`config.mk`:
```
export PLATFORM = sky130hd
export DESIGN_NAME = frame_update_scheduler
export DESIGN_NICKNAME = d
export VERILOG_FILES = /design/src/rtl/frame_update_scheduler.sv
export SDC_FILE = /design/constraint.sdc
export NUM_CORES = 1
export LEC_CHECK = 0
export CORE_ASPECT_RATIO = 0.5
export CORE_MARGIN = 5
export CORE_UTILIZATION = 50
export DETAILED_ROUTE_END_ITERATION = 8
export DONT_BUFFER_PORTS = 1
export HOLD_SLACK_MARGIN = 0.05
export SYNTH_ARGS = -nofsm -noshare
export SYNTH_HDL_FRONTEND = slang
export SYNTH_SLANG_ARGS = --single-unit
export TNS_END_PERCENT = 10
```
`constraint.sdc`:
```
create_clock -name clk -period 6.6 [get_ports clk]
set_input_delay 1.65 -clock clk [delete_from_list [all_inputs] [get_ports clk]]
set_output_delay 1.65 -clock clk [all_outputs]
set_load 0.01 [all_outputs]
```
`src/rtl/frame_update_scheduler.sv`:
```
// rtl/frame_update_scheduler.sv - per-frame sequencer for game-logic update units
// Issues one start pulse per enabled unit in index order, with a per-unit watchdog.
module frame_update_scheduler #(
   parameter int N_UNITS = 4,
   parameter int TIMEOUT = 200,
   parameter int TW      = 8
) (
   input  logic               clk,
   input  logic               rst_n,
   input  logic               frame_start,
   input  logic [N_UNITS-1:0] unit_en,
   input  logic [N_UNITS-1:0] unit_done,
   output logic [N_UNITS-1:0] start_req,
   output logic [2:0]         cur_unit,
   output logic               busy,
   output logic               frame_done,
   output logic               frame_overrun,
   output logic [N_UNITS-1:0] timeout_err,
   output logic [7:0]         frame_count
);

   typedef enum logic [1:0] {S_IDLE, S_ISSUE, S_WAIT, S_DONE} state_t;

   localparam logic [TW-1:0] WD_LAST = TW'(TIMEOUT - 1);

   state_t             state;
   logic [N_UNITS-1:0] pending;
   logic [N_UNITS-1:0] cur_mask;
   logic [TW-1:0]      wd;
   logic               cur_done;

   function automatic logic [N_UNITS-1:0] lowest_onehot(input logic [N_UNITS-1:0] v);
      return v & (~v + N_UNITS'(1));
   endfunction

   function automatic logic [2:0] lowest_index(input logic [N_UNITS-1:0] v);
      logic [2:0] idx;
      idx = '0;
      for (int i = N_UNITS - 1; i >= 0; i--) begin
         if (v[i]) idx = 3'(i);
      end
      return idx;
   endfunction

   // cur_mask tracks the awaited unit as a one-hot, so stray done bits drop out here
   assign cur_done = |(unit_done & cur_mask);
   assign busy     = (state != S_IDLE);

   always_ff @(posedge clk or negedge rst_n) begin
      if (!rst_n) begin
         state         <= S_IDLE;
         pending       <= '0;
         cur_mask      <= '0;
         wd            <= '0;
         start_req     <= '0;
         cur_unit      <= '0;
         frame_done    <= 1'b0;
         frame_overrun <= 1'b0;
         timeout_err   <= '0;
         frame_count   <= '0;
      end else begin
         start_req     <= '0;
         frame_done    <= 1'b0;
         frame_overrun <= frame_start && (state != S_IDLE);
         case (state)
            S_IDLE: begin
               if (frame_start) begin
                  pending     <= unit_en;
                  timeout_err <= '0;
                  if (unit_en == '0) begin
                     frame_done <= 1'b1;
                     state      <= S_DONE;
                  end else begin
                     cur_unit  <= lowest_index(unit_en);
                     cur_mask  <= lowest_onehot(unit_en);
                     start_req <= lowest_onehot(unit_en);
                     state     <= S_ISSUE;
                  end
               end
            end
            S_ISSUE: begin
               pending <= pending & ~cur_mask;
               wd      <= '0;
               state   <= S_WAIT;
            end
            S_WAIT: begin
               wd <= wd + TW'(1);
               if (cur_done || (wd == WD_LAST)) begin
                  // Done on the expiry cycle still counts as a clean completion
                  if (!cur_done) timeout_err <= timeout_err | cur_mask;
                  if (pending != '0) begin
                     cur_unit  <= lowest_index(pending);
                     cur_mask  <= lowest_onehot(pending);
                     start_req <= lowest_onehot(pending);
                     state     <= S_ISSUE;
                  end else begin
                     frame_done <= 1'b1;
                     state      <= S_DONE;
                  end
               end
            end
            S_DONE: begin
               frame_count <= frame_count + 8'd1;
               state       <= S_IDLE;
            end
            default: state <= S_IDLE;
         endcase
      end
   end

endmodule
```
# ---- After elaboration in Yosys (flattened, before gate mapping)
# Index checks and enable logic that the tools add are counted.
dict set report totals {
  mem_bits_ro 0
  ff_bits 39
  latchBits 0
  in_bits 11
  memories 0
  ramBits 0
}
dict set report classes {
  eq_ne 9
  n_addsub 4
  shifts 0
  mul 0
  magnitude_cmp 0
  reduce_logical 14
  n_mux 40
  n_div 0
  bitwise_logic 8
}
# operator n
set ops {}
lappend ops {{$mux W4} 12}
lappend ops {{$pmux W4 S2} 4}
lappend ops {{$mux W3} 10}
lappend ops {{$add A8 B1 Y8 const B} 2}
lappend ops {{$and A4 B4 Y4} 4}
lappend ops {{$pmux W8 S2} 1}
lappend ops {{$mux W2} 6}
lappend ops {{$not A4 Y4} 3}
lappend ops {{$ne A2 B2 Y1 const B} 5}
lappend ops {{$add A4 B1 Y4 const B} 2}
lappend ops {{$eq A8 B8 Y1 const B} 1}
lappend ops {{$pmux W2 S4} 1}
lappend ops {{$reduce_bool A2 Y1} 4}
lappend ops {{$pmux W3 S2} 1}
lappend ops {{$reduce_and A5 Y1} 1}
lappend ops {{$eq A2 B2 Y1 const B} 2}
lappend ops {{$logic_not A4 Y1} 1}
lappend ops {{$mux W1} 4}
lappend ops {{$or A4 B4 Y4} 1}
lappend ops {{$reduce_and A2 Y1} 2}
lappend ops {{$reduce_and A4 Y1} 1}
lappend ops {{$reduce_bool A4 Y1} 1}
lappend ops {{$reduce_or A4 Y1} 1}
lappend ops {{$eq A2 B1 Y1 const B} 1}
lappend ops {{4 further kinds} 4}

# ---- Longest topological paths before layout
# Gate-level depths: netlist of run 1.
dict set report depth {
  word_depth 7
  mapped_depth 9
}

# ---- Least setup slack after synthesis of run 1
# OpenSTA, ideal clock, no wires.
dict set report synth_path {
  kind {input to register}
  startpoint {input unit_done[0]}
  endpoint {register cur_mask[0]}
  t_required_ps 6475
  setup_time_ps 125
  path_buffers 0
  setup_slack_ps 3746
  path_stages 5
  arrival_time_ps 2729
  path_cell_list {a22oi_1 > nand2_1 > nor2_1 > a21o_4 > mux2_4}
}
dict set report synth_via {
  elab_chain_cells 5
}
# item line_no
set synth_lines {}
lappend synth_lines {{from (decl)} 12} ;# input logic [N_UNITS-1:0] unit_done,
lappend synth_lines {{$and A4 B4 Y4} 46} ;# assign cur_done = |(unit_done & cur_mask);
lappend synth_lines {{$reduce_or A4 Y1} 46}
lappend synth_lines {{$logic_or A1 B1 Y1} 88} ;# if (cur_done || (wd == WD_LAST)) begin
lappend synth_lines {{$ne A2 B2 Y1 (no line)} -}
lappend synth_lines {{$reduce_and A5 Y1 (no line)} -}
lappend synth_lines {{to (signal assigned)} 75} ;# cur_mask <= lowest_onehot(unit_en);
lappend synth_lines {{to (signal assigned)} 93} ;# cur_mask <= lowest_onehot(pending);
lappend synth_lines {{to (decl)} 28} ;# logic [N_UNITS-1:0] cur_mask;
# No other way between the ends.
# A chain may end at the register's enable or synchronous reset.

# ---- Worst setup path after layout of run 1
dict set report layout_path {
  startpoint {register state[0]}
  endpoint {output busy}
}
dict set report layout_via {
  elab_chain_cells 1
}
# item line_no
set layout_lines {}
lappend layout_lines {{from (decl)} 26} ;# state_t state;
lappend layout_lines {{from (signal assigned)} 51} ;# state <= S_IDLE;
lappend layout_lines {{from (signal assigned)} 72} ;# state <= S_DONE;
lappend layout_lines {{from (signal assigned)} 77} ;# state <= S_ISSUE;
lappend layout_lines {{$reduce_bool A2 Y1} 47} ;# assign busy = (state != S_IDLE);
lappend layout_lines {{to (decl)} 15} ;# output logic busy,
# No other way between the ends.

==> out/qor.yml, run 1 <==
run_status:
  status: "complete, no violations"
synth:
  seq_area_frac_synth_pct: 49.5
  syn_avg_cell_area_um2: 9.86
  netlist_area_um2: 1920
  synth_cell_types: 37
  ys_dominant_reg_cell: "dfrtp_1"
  ys_warn_count: 0
  ys_ff_latch: 38
  synth_largest_area_cell: "dfrtp_1"
  async_reset_ff_share_pct: 100
  yosysMostFrequentCell: "dfrtp_1"
  synth-edff-count: 0
  synth_cells: 195
  ys_top_cells_by_area: "dfrtp_1 (49%), o21ai_0 (4.4%), ha_1 (3.9%), mux2_4 (3.9%), nor2_1 (3.7%)"
  synth_nets: 212
  synth_top_area_share_pct: 49.5
  synthTopCellsByCount: "dfrtp_1 (38), nor2_1 (19), nand2_1 (17), o21ai_0 (17), a21oi_1 (14)"
placed_design:
  port_buffers: 0
  finalWeightedCongestion: 0.879
  dp_hpwl_um: 3020
  pre_cts_ws_ns: 3.49
  dp_cells: 240
grt:
  antenna_found_initial: 0
  grt_use_total_pct: 17.0
  grt_max_degree: 39
  first_global_vias: 1371
  grt_overflow: 0
  grt_pass1_wl_um: 6940
routing:
  wl_um: 4160
  drc: 0
  ant_nets: 0
  num_vias: 1445
  post_drt_wl_per_cell_um: 16.8
  avgViaCountPerCell: 5.83
  drt-initial-drc-count: 77
  dr.pass1.iters: 4
floorplan:
  die_w_um: 97.7
  ios: 33
  coreArea_um2: 3570
  die_y_um: 53.8
  num_rows: 15
  die-area_um2: 5260
  initial_core_util_pct: 53.9
layout:
  final_cells: 248
  regArea_um2: 951
  syn2layout_area_growth_pct: 7.36
  final_core_util_pct: 57.9
  multiInputGateArea_um2: 891
  nFillCells: 321
  drive_above_1_share_pct: 9.14
  antenna_cells: 0
  nets: 213
worst_hold_path:
  hp-class: "reg -> reg"
timing:
  final.setup.worst_slack_ns: 3.59
  fin_crit_ns: 3.01
  setup_viol: 0
  finalCritPeriodShare_pct: 45.6
  tightest_slew_ns: 0.619
  relSlewSlack_pct: 58.6
  rsz0062_at_grt: "no"
  skew_ns: 0.00874
  fmax_ghz: 0.332
  fin_tns_setup_ns: 0
  slew_violations: 0
  hold_viol_final: 0
clock_tree:
  numCtsBuffers: 5
  cts_tree: "built"
  cts_root_buf: "clkbuf_8"
  insertion_delay_ns: 0.30
  clk_pin_slew_ns: 0.08
  cts_resized: 0
  cts_buffer_depth: 2
  cts_sinks: 38
  hold_buffers: 0
  cts_setup_buffers: 0
  htree_levels: 2
pwr:
  power_density_nw_per_um2: 436
  peakVddDrop_mv: 0.138
  p_leak_nw: 0.925
setup_path:
  cp-start-kind: "flip-flop"
  critPathKind: "reg -> out"
  cp_max_fo: 9
  worstPathRequired_ns: 4.95
  r2r_setup_slack_ns: 3.99
  arrival_ns: 1.36
  endpoint_kind: "primary output"
job:
  max-cap-violations: 0
-- cell usage in the layout (no fill, tap or decap), drive strengths merged, types with 7 or more instances in the layout --
cell type  netlist  routed
dfrtp           38      38
nor2            19      19
o21ai           18      18
nand2           17      17
a21oi           14      14
inv             13      13
nor2b            9       9
o22ai            7       7
-- cell families (layout without fill, tap and decap cells) --
group           after synthesis  count (layout)  synth area share [%]
simple gates                 64              64                  16.6
compound gates               51              51                  16.5
flops                        38              38                  49.5
buf+inv                      19              21                  4.17
xor+xnor                      9               9                  4.10
mux                           7               7                  5.01
fa+ha+maj                     6               6                  3.91
other cells                   1               1                 0.195
-- worst max-delay path: stages, from the launching register on --
cell	delay (ns)
dfrtp_1	0.42
inv_1	0.09
ha_1	0.34
inv_1	0.21
-- sequential cells by signal, summed over array words and instances (netlist names) --
name and cells:
cur_mask 4, cur_unit 2, frame_count 8, frame_done 1
frame_overrun 1, pending 4, start_req 4, state 2
timeout_err 4, wd 8
-- per-layer routing --
metal	wire length (µm)	up-vias	track usage, %	share of wire, %
li1	-	683	-	-
met1	1910	708	21.6	46
met2	1870	42	27.0	45
met3	299	12	6.21	7.2
met4	83	0	7.13	2.0
met5	0	-	0	0
-- where the power goes --
part	internal, W	switching [W]
Clock	0.000111	0.0000841
Sequential	0.000292	0.0000807
Combinational	0.000146	0.000187
Total	0.000549	0.000352
-- stage by stage --
step | area [µm²] | power (W) | hold slack [ns]
5_1_grt | 2060 | 0.000964 | 0.568
3_5_place_dp | 1950 | 0.000709 | 0.534
6_report | 2060 | 0.000901 | 0.547
2_1_floorplan | 1920 | 0.000633 | 0.504
4_1_cts | 2060 | 0.000907 | 0.555
3_3_place_gp | 1950 | 0.000699 | 0.526
-- layout make-up --
type	count	share of cell area, %
tap	51	3.09
clock buffer	5	3.34
sequential	38	46.1
inverter	13	2.37
clock inverter	3	1.94
multi-input combinational	138	43.2
-- worst paths after layout --
check,endpoint,startpoint,depth (start not counted)
max,busy,state[0],3
min,wd[7],wd[7],2
max reg2reg,cur_mask[2],state[0],7
min reg2reg,wd[7],wd[7],2
max in group asynchronous,wd[7],rst_n,0
min in group asynchronous,pending[2],rst_n,0
Power figures use the tool's default switching activity.
==> run 2: changes to the inputs <==
- clock period: 6.6 -> 3.1 ns (I/O delays scaled with it)
==> out/qor.yml, run 2 (synthesis results as in run 1) <==
clock_tree:
  cts_setup_buffers: 0  # unchanged
  cts_sinks: 38  # unchanged
  cts_root_buf: "clkbuf_8"
  numCtsBuffers: 5  # unchanged
  cts_tree: "built"
  hold_buffers: 0  # unchanged
  cts_resized: 0  # unchanged
  insertion_delay_ns: 0.29  # about the same
  htree_levels: 2  # unchanged
  cts_buffer_depth: 2  # unchanged
  clk_pin_slew_ns: 0.07  # about the same
floorplan:
  die_w_um: 97.7  # unchanged
  die_y_um: 53.8  # unchanged
  num_rows: 15  # unchanged
  die-area_um2: 5260  # unchanged
  coreArea_um2: 3570  # unchanged
  ios: 33  # unchanged
  initial_core_util_pct: 53.9  # unchanged
routing:
  drc: 0  # unchanged
  post_drt_wl_per_cell_um: 16.5  # -1.6%
  drt-initial-drc-count: 51  # -34%
  avgViaCountPerCell: 5.65  # -3.0%
  ant_nets: 0  # unchanged
  num_vias: 1407  # -2.6%
  wl_um: 4110  # -1.2%
  dr.pass1.iters: 4  # unchanged
run_status:
  status: "complete, no violations"
timing:
  tightest_slew_ns: 0.568  # -0.0510 ns
  relSlewSlack_pct: 62.0  # +3.4 points
  skew_ns: 0.00492  # -0.00381 ns
  hold_viol_final: 0  # unchanged
  slew_violations: 0  # unchanged
  setup_viol: 0  # unchanged
  finalCritPeriodShare_pct: 70.6
  fin_tns_setup_ns: 0  # unchanged
  fmax_ghz: 0.457
  fin_crit_ns: 2.19
  rsz0062_at_grt: "no"
pwr:
  intPower_w: 0.00118  # +110%
  peakVddDrop_mv: 0.291  # +110%
  p_leak_nw: 0.924  # about the same
  p_clk_share_pct: 21.3  # -0.4 points
  power_density_nw_per_um2: 928  # +110%
  seqPwrFrac_pct: 41.5  # about the same
  p_switching_w: 0.000741  # +110%
  switching_share_pct: 38.6  # -0.44 points
  pwr-share-comb_pct: 37.2  # +0.3 points
layout:
  antenna_cells: 0  # unchanged
  finish.instance_area_um2: 2070  # +0.24%
  drive_above_1_share_pct: 8.59  # -0.55 points
  layout_commonest_cell: "dfrtp_1"
  reg_top3: "frame_count (8), wd (8)"
  layout_common_cells: "dfrtp_1 (38), nor2_1 (19), nand2_1 (17), o21ai_0 (17), a21oi_1 (14)"
  nets: 214  # +0.47%
  syn2layout_area_growth_pct: 7.62
  nFillCells: 318  # -0.93%
grt:
  first_global_vias: 1388  # +1.2%
  grt_overflow: 0  # unchanged
  antenna_found_initial: 0  # unchanged
  grt_use_total_pct: 17.0  # -0.072 points
  grt_pass1_wl_um: 6870  # -1.1%
  grt_max_degree: 39  # unchanged
worst_hold_path:
  hp-class: "in -> async"
setup_path:
  cp-start-kind: "flip-flop"
  arrival_ns: 2.36  # +1.00 ns
  endpoint_kind: "flip-flop"
  critPathKind: "reg -> reg"
  cp_max_fo: 6  # -3
  worstPathRequired_ns: 3.28  # -1.67 ns
placed_design:
  finalWeightedCongestion: 0.856  # -2.6%
  dp_hpwl_um: 3020  # +0.15%
  placed_area_um2: 1960  # +0.38%
  port_buffers: 0  # unchanged
job:
  max-cap-violations: 0  # unchanged
## run 2: changes by cell type in the layout (fill, tap and decap cells not counted)
cell and delta:
buf_4 +1, clkinv_2 -2, clkbuf_1 +2
## run 2: worst max-delay path, cell delays in order (launching register included)
cell and delay (ns):
dfrtp_1 0.41, inv_1 0.09, ha_1 0.16, or3b_1 0.46, or3_4 0.39, o21ai_2 0.09, a21o_4 0.17, mux2_4 0.31
## run 2: power groups by stage
stage,registers [W],clock network [W],logic (W)
floorplan,0.000754,0,0.000595
global route,0.000818,0.000446,0.000791
finish,0.000797,0.000408,0.000714
CTS,0.000798,0.000420,0.000714
detailed placement,0.000803,0,0.000715
global placement,0.000801,0,0.000691
## run 2: per-layer routing
metal | up-vias | wire length (µm) | GRT usage [%]
li1 | 681 | - | -
met3 | 9 | 219 | 5.69
met4 | 0 | 69 | 5.75
met1 | 682 | 1980 | 21.9
met5 | - | 0 | 0
met2 | 35 | 1850 | 27.4
## run 2: final timing paths
check	start	cells past startpoint	to	slack, ns
worst min register to register	frame_count[7]	1	frame_count[7]	0.55
min in group clk	frame_count[7]	1	frame_count[7]	0.55
max in group asynchronous	rst_n	0	cur_unit[0]	2.85
worst min-delay path	rst_n	0	frame_count[4]	0.17
worst max-delay path	state[0]	7	cur_unit[1]	0.91
worst max register to register	state[0]	7	cur_unit[1]	0.91
## run 2: stage by stage
stage	power [W]	setup slack (ns)	hold WS, ns	utilization [%]	instances
floorplan	0.00135	0.916	0.479	-	195
global placement	0.00149	0.989	0.480	55.0	241
detailed placement	0.00152	0.931	0.480	55.0	241
CTS	0.00193	0.920	0.163	58.0	249
global route	0.00206	0.804	0.150	58.0	249
finish	0.00192	0.913	0.171	58.0	249
## run 2: area by class of cell
class / instances / area, µm² / area share (%)
repair buffers: 1 / 7.51 / 0.363
multi-input cells: 138 / 891 / 43.1
inverters: 13 / 48.8 / 2.36
clock buffers: 7 / 76.3 / 3.69
flip-flops and latches: 38 / 951 / 46.0
clock inverters: 1 / 30.0 / 1.45
well taps: 51 / 63.8 / 3.09
